--- src/rtl/led_mode_select_if.sv ---
// LED board mode-select bundle: pattern driver inputs toward the selector and
// the muxed LED drive, mode index and driver restart back out.
interface led_mode_select_if;
  logic [7:0] mode0_led;
  logic [7:0] mode1_led;
  logic [7:0] mode2_led;
  logic [7:0] mode3_led;
  logic [7:0] led_out;
  logic [1:0] mode;
  logic       mode_changed;
  logic       mode_rst_n;

  modport master (
    output mode0_led, mode1_led, mode2_led, mode3_led,
    input  led_out, mode, mode_changed, mode_rst_n
  );

  modport slave (
    input  mode0_led, mode1_led, mode2_led, mode3_led,
    output led_out, mode, mode_changed, mode_rst_n
  );
endinterface

--- src/rtl/led_mode_select.sv ---
// Debounces the mode button, steps the mode index on each accepted press and
// muxes the selected pattern driver onto the LEDs with a blank/restart window.
//
// state   | meaning
// S_IDLE  | button released and stable
// S_PRESS | low seen, counting stable low samples
// S_HELD  | press accepted, waiting for release
// S_REL   | high seen, counting stable high samples
module led_mode_select #(
  parameter int NUM_MODES    = 4,
  parameter int DEB_CYCLES   = 20,
  parameter int BLANK_CYCLES = 8
) (
  input  logic               clk,
  input  logic               rst_n,
  input  logic               key_n,
  led_mode_select_if.slave   led_if
);

  typedef enum logic [1:0] {S_IDLE, S_PRESS, S_HELD, S_REL} state_e;

  localparam logic [15:0] DEB_LAST  = 16'(DEB_CYCLES - 1);
  localparam logic [15:0] BLANK_LEN = 16'(BLANK_CYCLES);
  localparam logic [1:0]  MODE_LAST = 2'(NUM_MODES - 1);

  state_e      state_q, state_d;
  logic [15:0] dc_q, dc_d;
  logic [15:0] bc_q, bc_d;
  logic        sync1_q, ks_q;
  logic [1:0]  mode_q, mode_d;
  logic        mode_changed_q;
  logic [7:0]  led_q, led_d, sel_led;
  logic        mode_rst_n_q;
  logic        accept;
  logic        blank;

  always_ff @(posedge clk or negedge rst_n) begin
    if (!rst_n) begin
      sync1_q <= 1'b1;
      ks_q    <= 1'b1;
    end else begin
      sync1_q <= key_n;
      ks_q    <= sync1_q;
    end
  end

  always_ff @(posedge clk or negedge rst_n) begin
    if (!rst_n) begin
      state_q        <= S_IDLE;
      dc_q           <= '0;
      bc_q           <= '0;
      mode_q         <= '0;
      mode_changed_q <= 1'b0;
      led_q          <= '0;
      mode_rst_n_q   <= 1'b0;
    end else begin
      state_q        <= state_d;
      dc_q           <= dc_d;
      bc_q           <= bc_d;
      mode_q         <= mode_d;
      mode_changed_q <= accept;
      led_q          <= led_d;
      mode_rst_n_q   <= ~blank;
    end
  end

  always_comb begin
    state_d = state_q;
    dc_d    = dc_q;
    accept  = 1'b0;
    case (state_q)
      S_IDLE: begin
        if (!ks_q) begin
          dc_d    = 16'd1;
          state_d = S_PRESS;
        end
      end
      S_PRESS: begin
        if (ks_q) begin
          dc_d    = '0;
          state_d = S_IDLE;
        end else if (dc_q == DEB_LAST) begin
          accept  = 1'b1;
          dc_d    = '0;
          state_d = S_HELD;
        end else begin
          dc_d = dc_q + 16'd1;
        end
      end
      S_HELD: begin
        if (ks_q) begin
          dc_d    = 16'd1;
          state_d = S_REL;
        end
      end
      S_REL: begin
        if (!ks_q) begin
          dc_d    = '0;
          state_d = S_HELD;
        end else if (dc_q == DEB_LAST) begin
          dc_d    = '0;
          state_d = S_IDLE;
        end else begin
          dc_d = dc_q + 16'd1;
        end
      end
      default: begin
        dc_d    = '0;
        state_d = S_IDLE;
      end
    endcase
  end

  // Blank while the next counter value is nonzero: the accept cycle itself plus
  // BLANK_CYCLES-1 decrements gives exactly BLANK_CYCLES dark cycles.
  always_comb begin
    mode_d = mode_q;
    if (accept) begin
      mode_d = (mode_q == MODE_LAST) ? 2'd0 : mode_q + 2'd1;
    end

    if (accept) begin
      bc_d = BLANK_LEN;
    end else if (bc_q != 16'd0) begin
      bc_d = bc_q - 16'd1;
    end else begin
      bc_d = '0;
    end
    blank = (bc_d != 16'd0);

    case (mode_q)
      2'd0:    sel_led = led_if.mode0_led;
      2'd1:    sel_led = led_if.mode1_led;
      2'd2:    sel_led = led_if.mode2_led;
      default: sel_led = led_if.mode3_led;
    endcase
    if (int'(mode_q) >= NUM_MODES) begin
      sel_led = '0;
    end

    led_d = blank ? 8'h00 : sel_led;
  end

  assign led_if.led_out      = led_q;
  assign led_if.mode         = mode_q;
  assign led_if.mode_changed = mode_changed_q;
  assign led_if.mode_rst_n   = mode_rst_n_q;

endmodule

--- src/flat_wrapper.sv ---
// flat-port wrapper written by rule: the top's interface ports become plain ports
module led_mode_select_flat 
#(
  parameter int NUM_MODES    = 4,
  parameter int DEB_CYCLES   = 20,
  parameter int BLANK_CYCLES = 8
)
  (clk, rst_n, key_n, led_if_mode0_led, led_if_mode1_led, led_if_mode2_led, led_if_mode3_led, led_if_led_out, led_if_mode, led_if_mode_changed, led_if_mode_rst_n);
  led_mode_select_if led_if_i ();
  input  logic clk;
  input  logic rst_n;
  input  logic key_n;
  input wire logic [$bits(led_if_i.mode0_led)-1:0] led_if_mode0_led;
  input wire logic [$bits(led_if_i.mode1_led)-1:0] led_if_mode1_led;
  input wire logic [$bits(led_if_i.mode2_led)-1:0] led_if_mode2_led;
  input wire logic [$bits(led_if_i.mode3_led)-1:0] led_if_mode3_led;
  output wire logic [$bits(led_if_i.led_out)-1:0] led_if_led_out;
  output wire logic [$bits(led_if_i.mode)-1:0] led_if_mode;
  output wire logic [$bits(led_if_i.mode_changed)-1:0] led_if_mode_changed;
  output wire logic [$bits(led_if_i.mode_rst_n)-1:0] led_if_mode_rst_n;
  assign led_if_i.mode0_led = led_if_mode0_led;
  assign led_if_i.mode1_led = led_if_mode1_led;
  assign led_if_i.mode2_led = led_if_mode2_led;
  assign led_if_i.mode3_led = led_if_mode3_led;
  assign led_if_led_out = led_if_i.led_out;
  assign led_if_mode = led_if_i.mode;
  assign led_if_mode_changed = led_if_i.mode_changed;
  assign led_if_mode_rst_n = led_if_i.mode_rst_n;
  led_mode_select #(.NUM_MODES(NUM_MODES), .DEB_CYCLES(DEB_CYCLES), .BLANK_CYCLES(BLANK_CYCLES)) u_core (.clk(clk), .rst_n(rst_n), .key_n(key_n), .led_if(led_if_i));
endmodule
--- config.mk ---
export PLATFORM = sky130hd
export DESIGN_NAME = led_mode_select_flat
export DESIGN_NICKNAME = d
export VERILOG_FILES = /design/src/rtl/led_mode_select_if.sv /design/src/rtl/led_mode_select.sv /design/src/flat_wrapper.sv
export SDC_FILE = /design/constraint.sdc
export NUM_CORES = 1
export LEC_CHECK = 0
export ABC_AREA = 1
export CORE_MARGIN = 2
export CORE_UTILIZATION = 48
export CTS_CLUSTER_SIZE = 16
export DETAILED_ROUTE_END_ITERATION = 7
export PLACE_DENSITY_LB_ADDON = 0.3
export SLEW_MARGIN = 20
export SYNTH_ARGS = -nofsm -noshare
export SYNTH_HDL_FRONTEND = slang
export SYNTH_SLANG_ARGS = --single-unit
--- constraint.sdc ---
create_clock -name clk -period 5 [get_ports clk]
set_input_delay 0.75 -clock clk [delete_from_list [all_inputs] [get_ports clk]]
set_output_delay 0.75 -clock clk [all_outputs]
set_load 0.05 [all_outputs]
; ---- Yosys cells after proc, flatten, opt, wreduce, memory -nomap -nowiden
; Index checks and enable logic that the tools add are counted.
[totals]
input_bits = 35
output_inout_bits = 12
register_bits = 48
[op_classes]
bitwise_logic = 1
eq_ne = 11
addsub = 3
n_reduce_logical = 6
muxes = 21
[ops]
columns = op, n
row1 = $mux W16, 7
row2 = $pmux W16 S4, 1
row3 = $reduce_bool A16 Y1, 2
row4 = $pmux W8 S3, 1
row5 = $add A16 B1 Y16 const B, 1
row6 = $eq A16 B5 Y1 const B, 1
row7 = $sub A16 B1 Y16 const B, 1
row8 = $mux W2, 7
row9 = $eq A2 B2 Y1 const B, 4
row10 = $mux W8, 1
row11 = $pmux W2 S4, 1
row12 = $eq A2 B1 Y1 const B, 2
row13 = $logic_not A2 Y1, 2
row14 = $reduce_and A4 Y1, 1
row15 = $mux W1, 3
row16 = $ne A3 B1 Y1 const B, 1
row17 = $ne A3 B3 Y1 const B, 1
row18 = $add A2 B1 Y2 const B, 1
row19 = $ne A2 B1 Y1 const B, 1
row20 = $ne A2 B2 Y1 const B, 1
row21 = $reduce_and A2 Y1, 1
row22 = $not A1 Y1, 1

; ---- Longest topological paths before layout
; Gate-level depths: netlist (run 1).
[logic_depth]
depth_word = 7
mapped_depth = 13

; ---- Least setup slack after synthesis (run 1)
; Ideal clock, no wire load.
[synth_timing]
kind = reg2reg
start = reg u_core.bc_q[0]
end = reg u_core.led_q[0] (netlist: u_core.led_if.led_out[0])
period_less_slack_ps = 1767
path_stages_with_launch = 13
t_arrival_ps = 1693
slack_ps = 3233
path_buffers = 0
path_cell_list = dfrtp_1 > inv_1 > ha_1 > nand3_4 > nor2_4 > nand3_4 > nand2_4 > inv_2 > o21ai_1 > nand2_1 > nor2_2 > nand3_2 > nor2_1
[synth_via]
elab_chain_cells = 5
elab_cells_between_ends = 6
classes_between = add/sub (1) / mux (3) / reduce/logical (2)
[synth_rtl]
columns = element, line_no
row1 = "start, declared", led_mode_select.sv:28  ; logic [15:0] bc_q, bc_d;
row2 = "start signal, assigned", led_mode_select.sv:51  ; bc_q <= '0;
row3 = "start signal, assigned", led_mode_select.sv:59  ; bc_q <= bc_d;
row4 = $sub A16 B1 Y16 or $reduce_bool A16 Y1 (tied branches), "led_mode_select.sv:125, led_mode_select.sv:124"
row5 = $mux W16 *, led_mode_select.sv:124  ; end else if (bc_q != 16'd0) begin
row6 = $mux W16 *, led_mode_select.sv:122  ; if (accept) begin
row7 = $reduce_bool A16 Y1 *, led_mode_select.sv:129  ; blank = (bc_d != 16'd0);
row8 = $mux W8 *, led_mode_select.sv:141  ; led_d = blank ? 8'h00 : sel_led;
row9 = net u_core.led_d[0], led_mode_select.sv:32  ; logic [7:0] led_q, led_d, sel_led;
row10 = "end signal, assigned", led_mode_select.sv:62  ; led_q <= led_d;
row11 = "end, declared", led_mode_select.sv:32
; The timed path passes the listed nets; every way through them passes the cells marked *.
; A chain may end at the register's enable or synchronous reset.

; ---- Final worst setup path (run 1)
[layout_timing]
start = reg u_core.mode_q[0] (netlist: u_core.led_if.mode[0])
end = out led_if_mode[0]
[layout_lines]
columns = element, line_no
row1 = "start, declared", led_mode_select.sv:30  ; logic [1:0] mode_q, mode_d;
row2 = "start signal, assigned", led_mode_select.sv:60  ; mode_q <= mode_d;
row3 = "end, declared", flat_wrapper.sv:18  ; output wire logic [$bits(led_if_i.mode)-1:0] led_if_mode;
; No word-level cell between the ends.

==> results.yml, run 1 <==
grt:
  antenna_found_initial: 0
  grt_max_degree: 49
  grt_pass1_vias: 2463
  grt_usage_pct: 20.7
  grt_overflow: 0
  grt_first_pass_wirelength_mm: 10.5
sta:
  slew_violations: 0
  slew_headroom_pct: 59.7
  finalCritPeriodShare_pct: 47.0
  setup_slack_ps: 2650
  fin_crit_ps: 2350
  rsz0062_at_grt: "no"
  worst_slew_pin_slew_ps: 605
  setup-tns-final_ps: 0
  final-setup-viol-count: 0
  max_freq_mhz: 426
  clock_skew_ps: 10.5
  hold_viol_final: 0
setup_path:
  end_kind: "primary output"
  criticalPathCategory: "reg2out"
  cp-start-kind: "flop"
  r2r_start: "u_core.bc_q[0]"
  slowest_stage: "clkdlybuf4s50_1"
  cp_top_family: "buffers and inverters"
  r2r-end: "u_core.led_if.led_out[3]"
  critPathMaxFanout: 7
  path_buf_inv: 1
  reg2reg_slack_ps: 2920
  crit_cells: 1
  required_ps: 4250
  path_cells: "clkdlybuf4s50_1"
  max_stage_delay_ps: 840
  ff2ff_path_depth: 12
  cp.arrival_ps: 1600
cts:
  cts_resized: 0
  cts_tree: "yes"
  cts-root-buf: "clkbuf_8"
  cts_sinks: 48
  htreeDepth: 2
  clk_latency_ps: 310
  cts_setup_buffers: 0
  cts_made_buffers: 5
  path_clk_slew_ps: 90
  clock_path_buffers: 2
  hold_buffers: 0
worst_hold_path:
  hp-class: "reg2reg"
  min_from: "u_core.sync1_q"
  min_path_cells: 0
  worst_hold_path.endpoint: "u_core.ks_q"
drt:
  firstDrtPassIters: 4
  routed_wl_mm: 5.85
  drtIter0Drc: 144
  drc: 0
  detail_route.wl_per_cell_um: 11.8
  via_per_inst: 5.05
  ant_nets: 0
  vias: 2501
finish:
  area.sequential_mm2: 0.00120
  multi_input_area_mm2: 0.00137
  area_delta_synth_final_pct: 24.5
  drive_above_1_share_pct: 7.80
  design_area_mm2: 0.00347
  nets: 464
  antenna_cells: 0
  finalNonFillerCells: 495
  num-fill-cells: 507
placement:
  numPortBuffers: 46
  dp_hpwl_mm: 4.44
  dp.cells: 487
  gp_congestion: 0.888
  place_ws_ps: 2910
  dpl-instance-area_mm2: 0.00331
logic_synthesis:
  yosysTopAreaCellShare_pct: 41.3
  yosys-top-cells-area: "dfrtp_1 41%, nand2_1 12%, nor2_1 7.9%"
  mappedNetlistArea_mm2: 0.00279
  synthCells: 375
  synth_edf_count: 0
  ys_ff_latch: 48
  synth_simple_gate_area_share_pct: 34.0
  synth_top_family_by_area: "simple AND/OR/NAND/NOR gates"
  synth_adder_area_share_pct: 3.14
  syn_avg_cell_area_um2: 7.44
  synthFlopType: "dfrtp_1"
  synth.distinct_cells: 30
  synth.cells.most_frequent: "88 x nand2_1, 59 x nor2_1, 49 x inv_1, 46 x dfrtp_1, 24 x o21ai_0"
  synth_mux_area_share_pct: 0
  synth_area_leader_cell: "dfrtp_1"
  synth-compound-area-share_pct: 9.06
  synth-async-reset-ratio_pct: 100
  yosysMostFrequentCell: "nand2_1"
  synth_xor_area_share_pct: 2.83
  yosys_warnings: 0
  synth.net_count: 417
  seq_area_frac_synth_pct: 43.2
pwr:
  finalPower_mw: 1.20
  p_leak_nw: 1.75
  power_density_mw_per_mm2: 345
  vdd_ir_drop_max_mv: 0.179
floorplanning:
  die_y_um: 80.2
  core_mm2: 0.00557
  start_util_pct: 50.0
  row_count: 27
  fp.dieArea_mm2: 0.00644
  fp.dieW_um: 80.2
  io_pins: 47
flow_run:
  cap_violations: 0
status:
  status: "finished clean"
## worst reg2reg max path, cell delays in order (launching register included)
cell and delay [ps]:
dfrtp_1 380, inv_1 140, ha_1 270, nand3_4 130, nor2_4 160, nand3_4 110, nand2_4 170, inv_2 80
o21ai_1 80, nand2_1 70, nor2_2 110, nand3_2 170, nor2_1 140
## stage by stage
stage | utilization [%] | hold WS (ps)
after floorplan | - | 345
after global placement | 59.4 | 345
after detailed placement | 59.4 | 348
after CTS | 62.2 | 361
after global routing | 62.3 | 368
final | 62.3 | 361
## routing by layer
| layer | track usage (%) | part of all wire (%) | up-vias |
|---|---|---|---|
| li1 | - | - | 1289 |
| met1 | 25.3 | 45 | 1118 |
| met5 | 0 | 0 | - |
| met3 | 6.63 | 7.7 | 12 |
| met2 | 34.0 | 46 | 82 |
| met4 | 7.63 | 1.7 | 0 |
## flip-flops by register name, indices dropped and copies added, names as in the netlist, 2 cells and up, named ones only
name / count
u_core.led_if.mode: 2
u_core.dc_q: 16
u_core.led_if.led_out: 8
u_core.bc_q: 16
## cells by family after synthesis
| group | count (synthesis) |
|---|---|
| AOI/OAI and AO/OA | 48 |
| and+or+nand+nor | 205 |
| DFF | 48 |
| xor gates and xnor gates | 9 |
| adders and majority gates | 7 |
| buffers and inverters | 58 |
## power by group
group | total [mW] | switching [mW] | internal, mW
clock | 0.385 | 0.135 | 0.250
combinational | 0.352 | 0.237 | 0.115
sequential | 0.459 | 0.0237 | 0.436
## cell type report
type                            instances  share of cell area, %
Clock inverter                          3                   2.59
Inverter                               52                   5.62
Clock buffer                            5                   1.98
Multi-Input combinational cell        269                   39.4
Tap cell                               72                   2.59
Timing Repair Buffer                   46                   13.2
Sequential cell                        48                   34.7
## worst max path at each step
stage / from / endpoint
floorplan: u_core.bc_q[0] / u_core.led_if.led_out[0]
global placement: u_core.bc_q[0] / u_core.led_if.led_out[0]
detailed placement: u_core.bc_q[0] / u_core.led_if.led_out[3]
CTS: u_core.led_if.mode[0] / led_if_mode[0]
global route: u_core.led_if.mode[0] / led_if_mode[0]
finish: u_core.led_if.mode[0] / led_if_mode[0]
## layout by cell type (no fill, tap or decap), types with 5 or more instances in the layout
cell             count
xor2_1               5
dfrtp_1             46
nand2_1             88
nand3_1             16
o22ai_1              5
a21oi_1             13
clkdlybuf4s50_1     45
inv_1               49
nor2_2               5
o21ai_0             24
nor2_1              59
nor3_1               7
ha_1                 7
nand4_1             14
clkbuf_8             5
(Power assumes the default switching activity.)
==> inputs of run 2 (changes only) <==
==> constraint.sdc (replaced) <==
create_clock -name clk -period 1.9 [get_ports clk]
set_input_delay 0.285 -clock clk [delete_from_list [all_inputs] [get_ports clk]]
set_output_delay 0.285 -clock clk [all_outputs]
set_load 0.05 [all_outputs]
==> run 2 against run 1 <==
  * The run now ends with negative setup slack left
  * Worst hold slack better by 0.94 ps
  * Sequential power rose to 2.7 times the previous value
  * Setup slack worse by 2700 ps
  * Combinational power rose to 2.8 times the previous value
  * Register-to-register slack worse by 2900 ps
  * Global-route usage down 0.17 points
  * Die area unchanged
  * First-iteration DRC count up 46%
  * Critical path type is now reg2reg
  * Highest routed layer unchanged
==> results.yml, run 2 (synthesis gave the netlist of run 1 again) <==
finish:
  nets: 478
  drive_above_1_share_pct: 15.8
  final_cell_mix: "85 x nand2_1, 48 x inv_1, 48 x nor2_1, 44 x dfrtp_1, 43 x clkdlybuf4s50_1"
  layout.cells.most_common: "nand2_1"
  area.sequential_mm2: 0.00121
  antenna_cells: 0
  num-fill-cells: 466
  design_area_mm2: 0.00366
  post-route-util_pct: 65.6
  area_delta_synth_final_pct: 31.2
  multi_input_area_mm2: 0.00151
floorplanning:
  fp.dieArea_mm2: 0.00644
  fp.dieW_um: 80.2
  start_util_pct: 50.0
  io_pins: 47
  row_count: 27
  die_y_um: 80.2
  core_mm2: 0.00557
grt:
  grt_first_pass_wirelength_mm: 10.4
  antenna_found_initial: 0
  grt_pass1_vias: 2417
  grt_overflow: 0
  grt_max_degree: 28
  grt_usage_pct: 20.5
placement:
  dpl-instance-area_mm2: 0.00337
  place_ws_ps: 5.92
  dp_hpwl_mm: 4.77
  gp_congestion: 0.919
  numPortBuffers: 46
setup_path:
  required_ps: 2140
  reg2reg_slack_ps: -7
  critPathCapture: "u_core.led_if.led_out[2]"
  ff2ff_path_depth: 10
  criticalPathCategory: "reg2reg"
  r2r_start: "u_core.bc_q[1]"
  end_kind: "flop"
  r2r-end: "u_core.led_if.led_out[2]"
  critPathMaxFanout: 5
  startpoint: "u_core.bc_q[1]"
  cp-start-kind: "flop"
  cp.arrival_ps: 2150
sta:
  max_freq_mhz: 524
  setup-tns-final_ps: -7.39
  hold_slack_ps: 362
  finalCritPeriodShare_pct: 100
  final-setup-viol-count: 1
  clock_skew_ps: 7.38
  fin_crit_ps: 1910
  hold_viol_final: 0
  setup_slack_ps: -7.39
  slew_violations: 0
  worst_slew_pin_slew_ps: 526
  rsz0062_at_grt: "yes"
  slew_headroom_pct: 64.8
drt:
  wl_met3_um: 449
  detail_route.wl_per_cell_um: 12.7
  drc: 0
  routed_wl_mm: 6.45
  via_per_inst: 5.15
  vias: 2622
  highest_layer: "met4"
  firstDrtPassIters: 4
  wl_met2_mm: 3.12
  ant_nets: 0
  drtIter0Drc: 210
  wl_met1_mm: 2.80
cts:
  cts_sinks: 48
  clock_path_buffers: 2
  cts_made_buffers: 5
  clk_latency_ps: 310
  htreeDepth: 2
  cts_tree: "yes"
  cts-root-buf: "clkbuf_8"
  path_clk_slew_ps: 100
pwr:
  power_density_mw_per_mm2: 780
  pwr-share-comb_pct: 34.8
  p_sw_share_pct: 38.1
  p_leak_nw: 1.83
  vdd_ir_drop_max_mv: 0.475
  clockPowerShare_pct: 22.6
  p_seq_share_pct: 42.6
  p_int_mw: 1.77
  p_switching_mw: 1.09
worst_hold_path:
  hp-class: "reg2reg"
status:
  violations: "negative setup slack"
  status: "complete, but fails checks"
flow_run:
  cap_violations: 0
run 2: worst min-delay path by stage:
stage	start	endpoint	slack, ps	cells after the start
2_1_floorplan	rst_n	asynchronous set/reset pin	-10	0
3_3_place_gp	rst_n	u_core.dc_q[7]	290	1
3_5_place_dp	rst_n	u_core.dc_q[7]	290	1
4_1_cts	key_n	u_core.sync1_q	360	1
5_1_grt	u_core.sync1_q	u_core.ks_q	370	0
6_report	u_core.sync1_q	u_core.ks_q	360	0
run 2: per-stage QoR:
| step | std cells | power (mW) |
|---|---|---|
| 6_report | 509 | 2.85 |
| 5_1_grt | 509 | 3.01 |
| 4_1_cts | 502 | 2.83 |
| 3_5_place_dp | 493 | 2.19 |
| 3_3_place_gp | 493 | 2.17 |
| 2_1_floorplan | 375 | 1.81 |
run 2: power groups by stage:
stage / logic [mW] / registers (mW) / clock network (mW)
CTS: 0.963 / 1.21 / 0.654
detailed placement: 0.956 / 1.23 / 0
global route: 1.07 / 1.23 / 0.702
floorplan: 0.269 / 1.54 / 0
finish: 0.992 / 1.22 / 0.645
global placement: 0.945 / 1.23 / 0
run 2: layer usage:
| layer | vias up | global-route usage, % |
|---|---|---|
| li1 | 1325 | - |
| met1 | 1217 | 24.1 |
| met2 | 73 | 36.4 |
| met3 | 7 | 5.51 |
| met4 | 0 | 5.93 |
| met5 | - | 0 |
run 2: timing repair:
| item | in CTS | in global routing |
|---|---|---|
| pin swaps | 0 | 14 |
| endpoints found under the setup margin | 8 | 15 |
| cloned | 0 | 2 |
| endpoints found under the hold margin | 19 | 0 |
| hold buffers | 1 | 0 |
| gates resized for setup | 3 | 35 |
| buffers inserted | 0 | 5 |
run 2: critical path: stages, from the launching register on:
cell and delay, ps:
dfrtp_1 420, inv_1 100, ha_4 150, nand3_4 110
o21ai_0 180, o21ai_0 170, o21ai_2 170, nand2_1 100
nor2_4 180, nand3_4 130, nor2_1 130
run 2: final cells by class:
type	instances	area share, %
sequential	48	33.0
clock buffer	5	1.88
clock inverter	3	0.684
timing repair buffer	58	15.3
tap	72	2.46
inverter	52	5.47
multi-input combinational	271	41.2
